### config.mk
export PLATFORM = sky130hd
export DESIGN_NAME = wb_line_refill
export DESIGN_NICKNAME = d
export VERILOG_FILES = /design/src/rtl/wb_b3_pkg.sv /design/src/rtl/wb_wrap_adr_gen.sv /design/src/rtl/wb_line_refill.sv
export SDC_FILE = /design/constraint.sdc
export NUM_CORES = 1
export LEC_CHECK = 0
export BUFFER_PORTS_ARGS = -buffer_cell sky130_fd_sc_hd__buf_2
export CAP_MARGIN = 20
export CORE_MARGIN = 10
export CORE_UTILIZATION = 35
export CTS_BUF_LIST = sky130_fd_sc_hd__clkbuf_2
export DETAILED_ROUTE_END_ITERATION = 12
export HOLD_SLACK_MARGIN = 0.05
export PLACE_DENSITY = 0.58
export SLEW_MARGIN = 20
export SYNTH_ARGS = -nofsm -noshare
export SYNTH_HDL_FRONTEND = slang
export SYNTH_HIERARCHICAL = 1
export SYNTH_SLANG_ARGS = --single-unit
### constraint.sdc
create_clock -name wb_clk_i -period 9.6 [get_ports wb_clk_i]
set_input_delay 1.92 -clock wb_clk_i [delete_from_list [all_inputs] [get_ports wb_clk_i]]
set_output_delay 1.92 -clock wb_clk_i [all_outputs]
set_load 0.05 [all_outputs]
### src/rtl/wb_b3_pkg.sv
// Wishbone B3 cycle-type and burst-type encodings, plus the refill FSM state type.
package wb_b3_pkg;

    localparam logic [2:0] CTI_CLASSIC = 3'b000;
    localparam logic [2:0] CTI_CONST   = 3'b001;
    localparam logic [2:0] CTI_INCR    = 3'b010;
    localparam logic [2:0] CTI_EOB     = 3'b111;

    localparam logic [1:0] BTE_LINEAR = 2'b00;
    localparam logic [1:0] BTE_WRAP4  = 2'b01;
    localparam logic [1:0] BTE_WRAP8  = 2'b10;
    localparam logic [1:0] BTE_WRAP16 = 2'b11;

    typedef enum logic {
        ST_IDLE  = 1'b0,
        ST_BURST = 1'b1
    } refill_state_e;

    function automatic logic [1:0] burst_len_to_bte(input int unsigned len);
        logic [1:0] bte;
        case (len)
            4:       bte = BTE_WRAP4;
            8:       bte = BTE_WRAP8;
            16:      bte = BTE_WRAP16;
            default: bte = BTE_LINEAR;
        endcase
        return bte;
    endfunction

endpackage

### src/rtl/wb_wrap_adr_gen.sv
// Next byte address of a B3 incrementing burst: linear, or wrapping inside a 4/8/16-word block.
module wb_wrap_adr_gen
    import wb_b3_pkg::*;
#(
    parameter int aw = 32
) (
    input  logic [aw-1:0] adr_i,
    input  logic [1:0]    bte_i,
    output logic [aw-1:0] nxt_adr_o
);

    always_comb begin
        nxt_adr_o = adr_i;
        case (bte_i)
            BTE_WRAP4:  nxt_adr_o[3:2] = adr_i[3:2] + 2'd1;
            BTE_WRAP8:  nxt_adr_o[4:2] = adr_i[4:2] + 3'd1;
            BTE_WRAP16: nxt_adr_o[5:2] = adr_i[5:2] + 4'd1;
            default:    nxt_adr_o      = adr_i + aw'(4);
        endcase
    end

endmodule

### src/rtl/wb_line_refill.sv
// Cache line refill master: one critical-word-first wrapping B3 burst per request,
// returned words streamed out as single-cycle valid/last/err pulses.
//
//   state    | meaning
//   ST_IDLE  | ready for a request, bus idle
//   ST_BURST | cyc/stb asserted, collecting burst_len beats
module wb_line_refill
    import wb_b3_pkg::*;
#(
    parameter int dw        = 32,
    parameter int aw        = 32,
    parameter int burst_len = 4
) (
    input  logic          wb_clk_i,
    input  logic          wb_rst_i,
    input  logic          req_valid_i,
    input  logic [aw-1:0] req_adr_i,
    output logic          req_ready_o,
    output logic          rsp_valid_o,
    output logic [dw-1:0] rsp_dat_o,
    output logic [aw-1:0] rsp_adr_o,
    output logic          rsp_last_o,
    output logic          rsp_err_o,
    output logic [aw-1:0] wbm_adr_o,
    output logic [3:0]    wbm_sel_o,
    output logic          wbm_we_o,
    output logic [2:0]    wbm_cti_o,
    output logic [1:0]    wbm_bte_o,
    output logic          wbm_cyc_o,
    output logic          wbm_stb_o,
    input  logic [dw-1:0] wbm_dat_i,
    input  logic          wbm_ack_i,
    input  logic          wbm_err_i,
    input  logic          wbm_rty_i
);

    localparam int         BW  = $clog2(burst_len);
    localparam logic [1:0] BTE = burst_len_to_bte(burst_len);

    if (dw != 32) begin : g_bad_dw
        $error("wb_line_refill: only dw = 32 is supported");
    end
    if (burst_len != 4 && burst_len != 8 && burst_len != 16) begin : g_bad_len
        $error("wb_line_refill: burst_len must be 4, 8 or 16");
    end

    refill_state_e state_q;
    logic [aw-1:0] adr_q;
    logic [aw-1:0] adr_d;
    logic [2:0]    cti_q;
    logic [1:0]    bte_q;
    logic          cyc_q;
    logic [BW-1:0] beat_q;
    logic          rsp_valid_q;
    logic          rsp_last_q;
    logic          rsp_err_q;
    logic [dw-1:0] rsp_dat_q;
    logic [aw-1:0] rsp_adr_q;
    logic          final_beat;
    logic          unused_adr_lsb;

    // Byte-lane bits of the request address are dropped; refills are always whole words.
    assign unused_adr_lsb = ^req_adr_i[1:0];
    assign final_beat     = (beat_q == BW'(burst_len - 1));

    wb_wrap_adr_gen #(.aw(aw)) u_adr_gen (
        .adr_i     (adr_q),
        .bte_i     (bte_q),
        .nxt_adr_o (adr_d)
    );

    always_ff @(posedge wb_clk_i or posedge wb_rst_i) begin
        if (wb_rst_i) begin
            state_q     <= ST_IDLE;
            adr_q       <= '0;
            cti_q       <= CTI_CLASSIC;
            bte_q       <= BTE_LINEAR;
            cyc_q       <= 1'b0;
            beat_q      <= '0;
            rsp_valid_q <= 1'b0;
            rsp_last_q  <= 1'b0;
            rsp_err_q   <= 1'b0;
            rsp_dat_q   <= '0;
            rsp_adr_q   <= '0;
        end else begin
            rsp_valid_q <= 1'b0;
            rsp_last_q  <= 1'b0;
            rsp_err_q   <= 1'b0;
            case (state_q)
                ST_IDLE: begin
                    if (req_valid_i) begin
                        adr_q   <= {req_adr_i[aw-1:2], 2'b00};
                        cyc_q   <= 1'b1;
                        cti_q   <= CTI_INCR;
                        bte_q   <= BTE;
                        beat_q  <= '0;
                        state_q <= ST_BURST;
                    end
                end
                ST_BURST: begin
                    // Error takes priority over a coincident ack; that beat's data is dropped.
                    if (wbm_err_i || wbm_rty_i) begin
                        cyc_q     <= 1'b0;
                        cti_q     <= CTI_CLASSIC;
                        bte_q     <= BTE_LINEAR;
                        rsp_err_q <= 1'b1;
                        state_q   <= ST_IDLE;
                    end else if (wbm_ack_i) begin
                        rsp_valid_q <= 1'b1;
                        rsp_dat_q   <= wbm_dat_i;
                        rsp_adr_q   <= adr_q;
                        rsp_last_q  <= final_beat;
                        adr_q       <= adr_d;
                        beat_q      <= beat_q + BW'(1);
                        if (final_beat) begin
                            cyc_q   <= 1'b0;
                            cti_q   <= CTI_CLASSIC;
                            bte_q   <= BTE_LINEAR;
                            state_q <= ST_IDLE;
                        end else if (beat_q == BW'(burst_len - 2)) begin
                            cti_q <= CTI_EOB;
                        end
                    end
                end
            endcase
        end
    end

    assign req_ready_o = (state_q == ST_IDLE);
    assign rsp_valid_o = rsp_valid_q;
    assign rsp_dat_o   = rsp_dat_q;
    assign rsp_adr_o   = rsp_adr_q;
    assign rsp_last_o  = rsp_last_q;
    assign rsp_err_o   = rsp_err_q;
    assign wbm_adr_o   = adr_q;
    assign wbm_sel_o   = 4'hf;
    assign wbm_we_o    = 1'b0;
    assign wbm_cti_o   = cti_q;
    assign wbm_bte_o   = bte_q;
    assign wbm_cyc_o   = cyc_q;
    assign wbm_stb_o   = cyc_q;

endmodule

==> flow_metrics.tcl <==
set metrics [dict create \
    status "complete, no violations" \
    yosys.cell_count.top_type "sky130_fd_sc_hd__dfrtp_1" \
    grt_use_total 0.129 \
    yosys_warnings 6 \
    synth_flop_cell "sky130_fd_sc_hd__dfrtp_1" \
    layout.cells.non_filler 752 \
    layout_worst_path_cycle_share 0.389 \
    synth_top_area_cell "sky130_fd_sc_hd__dfrtp_1" \
    worstPathArrival_ns 1.81 \
    drt-initial-drc-count 102 \
    postLayoutCoreUtil 0.431 \
    totalWireLength_um 13300 \
    endpoints_failing_setup 0 \
    cts.root.buffer_cell "sky130_fd_sc_hd__clkbuf_2" \
    number_of_antenna_violations_at_the_first_check_in_global_routing 1 \
    worstSetupStartpointType "register" \
    cts-hold-fix-buffers 0 \
    crit-reg2reg-launch "wbm_bte_o[0]" \
    clock_sink_count 105 \
    yosys-top-cells-count "sky130_fd_sc_hd__dfrtp_1, sky130_fd_sc_hd__mux2_2, sky130_fd_sc_hd__mux2_4" \
    cts_resized 0 \
    syn-cell-area_um2 5280 \
    overflow 0 \
    max_slew_margin 0.387 \
    hold_class "register to register" \
    power_density_over_the_cells_nw_per_um2 313 \
    yosys-top-cells-area "sky130_fd_sc_hd__dfrtp_1, sky130_fd_sc_hd__mux2_2, sky130_fd_sc_hd__mux2_4" \
    global_route_wire_length_before_repair_um 20900 \
    period_needed_ns 3.73 \
    tritoncts.num_buffers 9 \
    starting_density_of_the_core 0.360 \
    worst_r2r_path_depth 8 \
    floorplan_core_area_um2 14600 \
    place.gp.congestion 0.763 \
    setup_tns_ns 0 \
    dr_total_vias 3602 \
    maximum_number_of_pins_on_one_net_before_global_route_repair 71 \
    area_growth_syn_to_layout_pct 19.6 \
    drive_above_1_share 0.570 \
    routed_wire_length_per_instance_um 17.7 \
    setup.worst_path.start "state_q" \
    maxSlewViolCount 0 \
    timing.rr.end "wbm_adr_o[31]" \
    vias_in_the_first_global_route 3910 \
    maxClockFrequency_mhz 268 \
    h_tree_depth 3 \
    yosys.area.top_type_share 0.498 \
    worst_reg_to_reg_setup_slack_ns 6.69 \
    buffer_ports.inserted 173 \
    crit_path_cell_trace "buf_4 > inv_1 > buf_2" \
    hpwlAfterDp_um 9740 \
    fp.dieArea_um2 20400 \
    rsz0062_at_grt "false" \
    critical_path_peak_fanout 37 \
    holdWs_ns 0.535 \
    final.setup_skew_ns 0.0317 \
    clock_tree_from_tritoncts "done" \
    drcViolationCount 0 \
    power.ir.vdd_worst_v 0.000171 \
    setup.worst_path.end_class "output pin" \
    io_pins 182 \
    power.leakage_nw 3.03 \
    ys_ff_latch 105 \
    n_fill_cell 1393 \
    required_ns 7.68 \
    asyncSetResetFlopFracSynth 1.00 \
    dieHeight_um 143 \
    die_width_um 143 \
    netlist_instances 397 \
    cpMaxStageDelayCell "sky130_fd_sc_hd__buf_4" \
    slowest_delay_ns 0.43 \
    cp-endpoint "req_ready_o" \
    synthesis.area_per_instance_um2 13.3 \
    rows 44 \
    clk_latency_ns 0.59 \
    post_synth_num_cell_types 40 \
    worst_setup_hold_path_clk_slew_ns 0.25 \
    worstMarginPinSlew_ns 0.917 \
    cts_post_setup_buffers_inserted 0 \
    max-clock-path-buffers 2 \
    dr.pass1.iters 4 \
    finalNetCount 640 \
    criticalPathCategory "register to output pin" \
    finalHoldViolations 0 \
    cap_violations 0 \
    synth-edff-count 0 \
    synth-seq-area-share 0.498 \
    drt_antenna_net_count 0 \
    count_of_placed_standard_cells_including_taps 735 \
    routed_via_density 4.79 \
]
per-layer routing:
layer / GRT usage / share of wire / vias to the layer above
li1: - / - / 1717
met3: 0.0544 / 0.098 / 20
met2: 0.211 / 0.46 / 138
met4: 0.0521 / 0.018 / 2
met5: 0 / 0.0013 / -
met1: 0.146 / 0.42 / 1725
cells by family (layout without fill, tap and decap cells):
kind of cell,after synthesis,count (layout),share of synthesized area
muxes,124,124,0.285
DFF,105,105,0.498
and+or+nand+nor,77,77,0.0884
buffers and inverters,40,202,0.0455
xor gates and xnor gates,26,26,0.0431
AOI/OAI and AO/OA,15,15,0.0197
adders and majority gates,8,8,0.0190
other,2,11,0.00142
worst min-delay path by stage:
stage,endpoint,cells past startpoint,from
finish,rsp_dat_o[3],1,rsp_dat_o[3]
global route,rsp_adr_o[8],1,rsp_adr_o[8]
CTS,rsp_dat_o[3],1,rsp_dat_o[3]
detailed placement,rsp_dat_o[1],1,rsp_dat_o[1]
global placement,rsp_adr_o[10],1,rsp_adr_o[10]
floorplan,beat_q[1],1,beat_q[1]
critical path, delay by kind of cell, from the launching register on:
family                 cells  cell delay [ns]
flip-flops                 1             0.39
buffers and inverters      3             0.84
placed cells by master (no fill, tap or decap), types with 2 or more instances in the layout:
cell type,instances
sky130_fd_sc_hd__dfrtp_1,105
sky130_fd_sc_hd__and3_1,5
sky130_fd_sc_hd__buf_2,173
sky130_fd_sc_hd__conb_1,10
sky130_fd_sc_hd__xnor2_1,23
sky130_fd_sc_hd__nand3_1,12
sky130_fd_sc_hd__a22o_1,3
sky130_fd_sc_hd__a21oi_1,2
sky130_fd_sc_hd__ha_1,8
sky130_fd_sc_hd__a211oi_1,2
sky130_fd_sc_hd__xor2_1,3
sky130_fd_sc_hd__nand4_1,14
sky130_fd_sc_hd__o21ai_0,5
sky130_fd_sc_hd__clkbuf_2,10
sky130_fd_sc_hd__clkinv_2,3
sky130_fd_sc_hd__buf_4,3
sky130_fd_sc_hd__nand2_1,9
sky130_fd_sc_hd__mux2_2,95
sky130_fd_sc_hd__nor3_1,4
sky130_fd_sc_hd__mux2_4,29
sky130_fd_sc_hd__nor2_1,15
sky130_fd_sc_hd__nand2b_1,3
sky130_fd_sc_hd__inv_1,9
sky130_fd_sc_hd__and4_1,2
registers in the layout, indices dropped and copies added (netlist names):
register	count
beat_q	2
rsp_adr_o	32
rsp_dat_o	32
rsp_err_o	1
rsp_last_o	1
rsp_valid_o	1
state_q	1
wbm_adr_o	32
wbm_bte_o	1
wbm_cti_o	2
where the power goes:
group / switching, mW / internal (mW) / total [mW]
Clock: 0.145 / 0.0335 / 0.179
Combinational: 0.746 / 0.322 / 1.07
Sequential: 0.140 / 0.591 / 0.732
Total: 1.03 / 0.947 / 1.98
area by class of cell:
type / instances / area, um^2 / area share
flip-flops and latches: 105 / 2630 / 0.416
multi-input cells: 260 / 2440 / 0.387
repair buffers: 176 / 888 / 0.141
well taps: 184 / 230 / 0.0365
clock buffers: 10 / 50.0 / 0.00793
inverters: 10 / 40.0 / 0.00634
clock inverters: 6 / 35.0 / 0.00555
diodes: 1 / 2.50 / 0.000396
per-stage QoR:
stage               power (mW)  setup WS, ns  instance area, um^2
finish                    1.98          5.87                 6310
detailed placement        1.83          5.84                 6230
CTS                       2.01          5.73                 6310
global route              2.10          5.66                 6310
global placement          1.81          5.87                 6230
floorplan                 1.56          4.92                 5310
No activity file was read; power rests on OpenSTA's default activity.
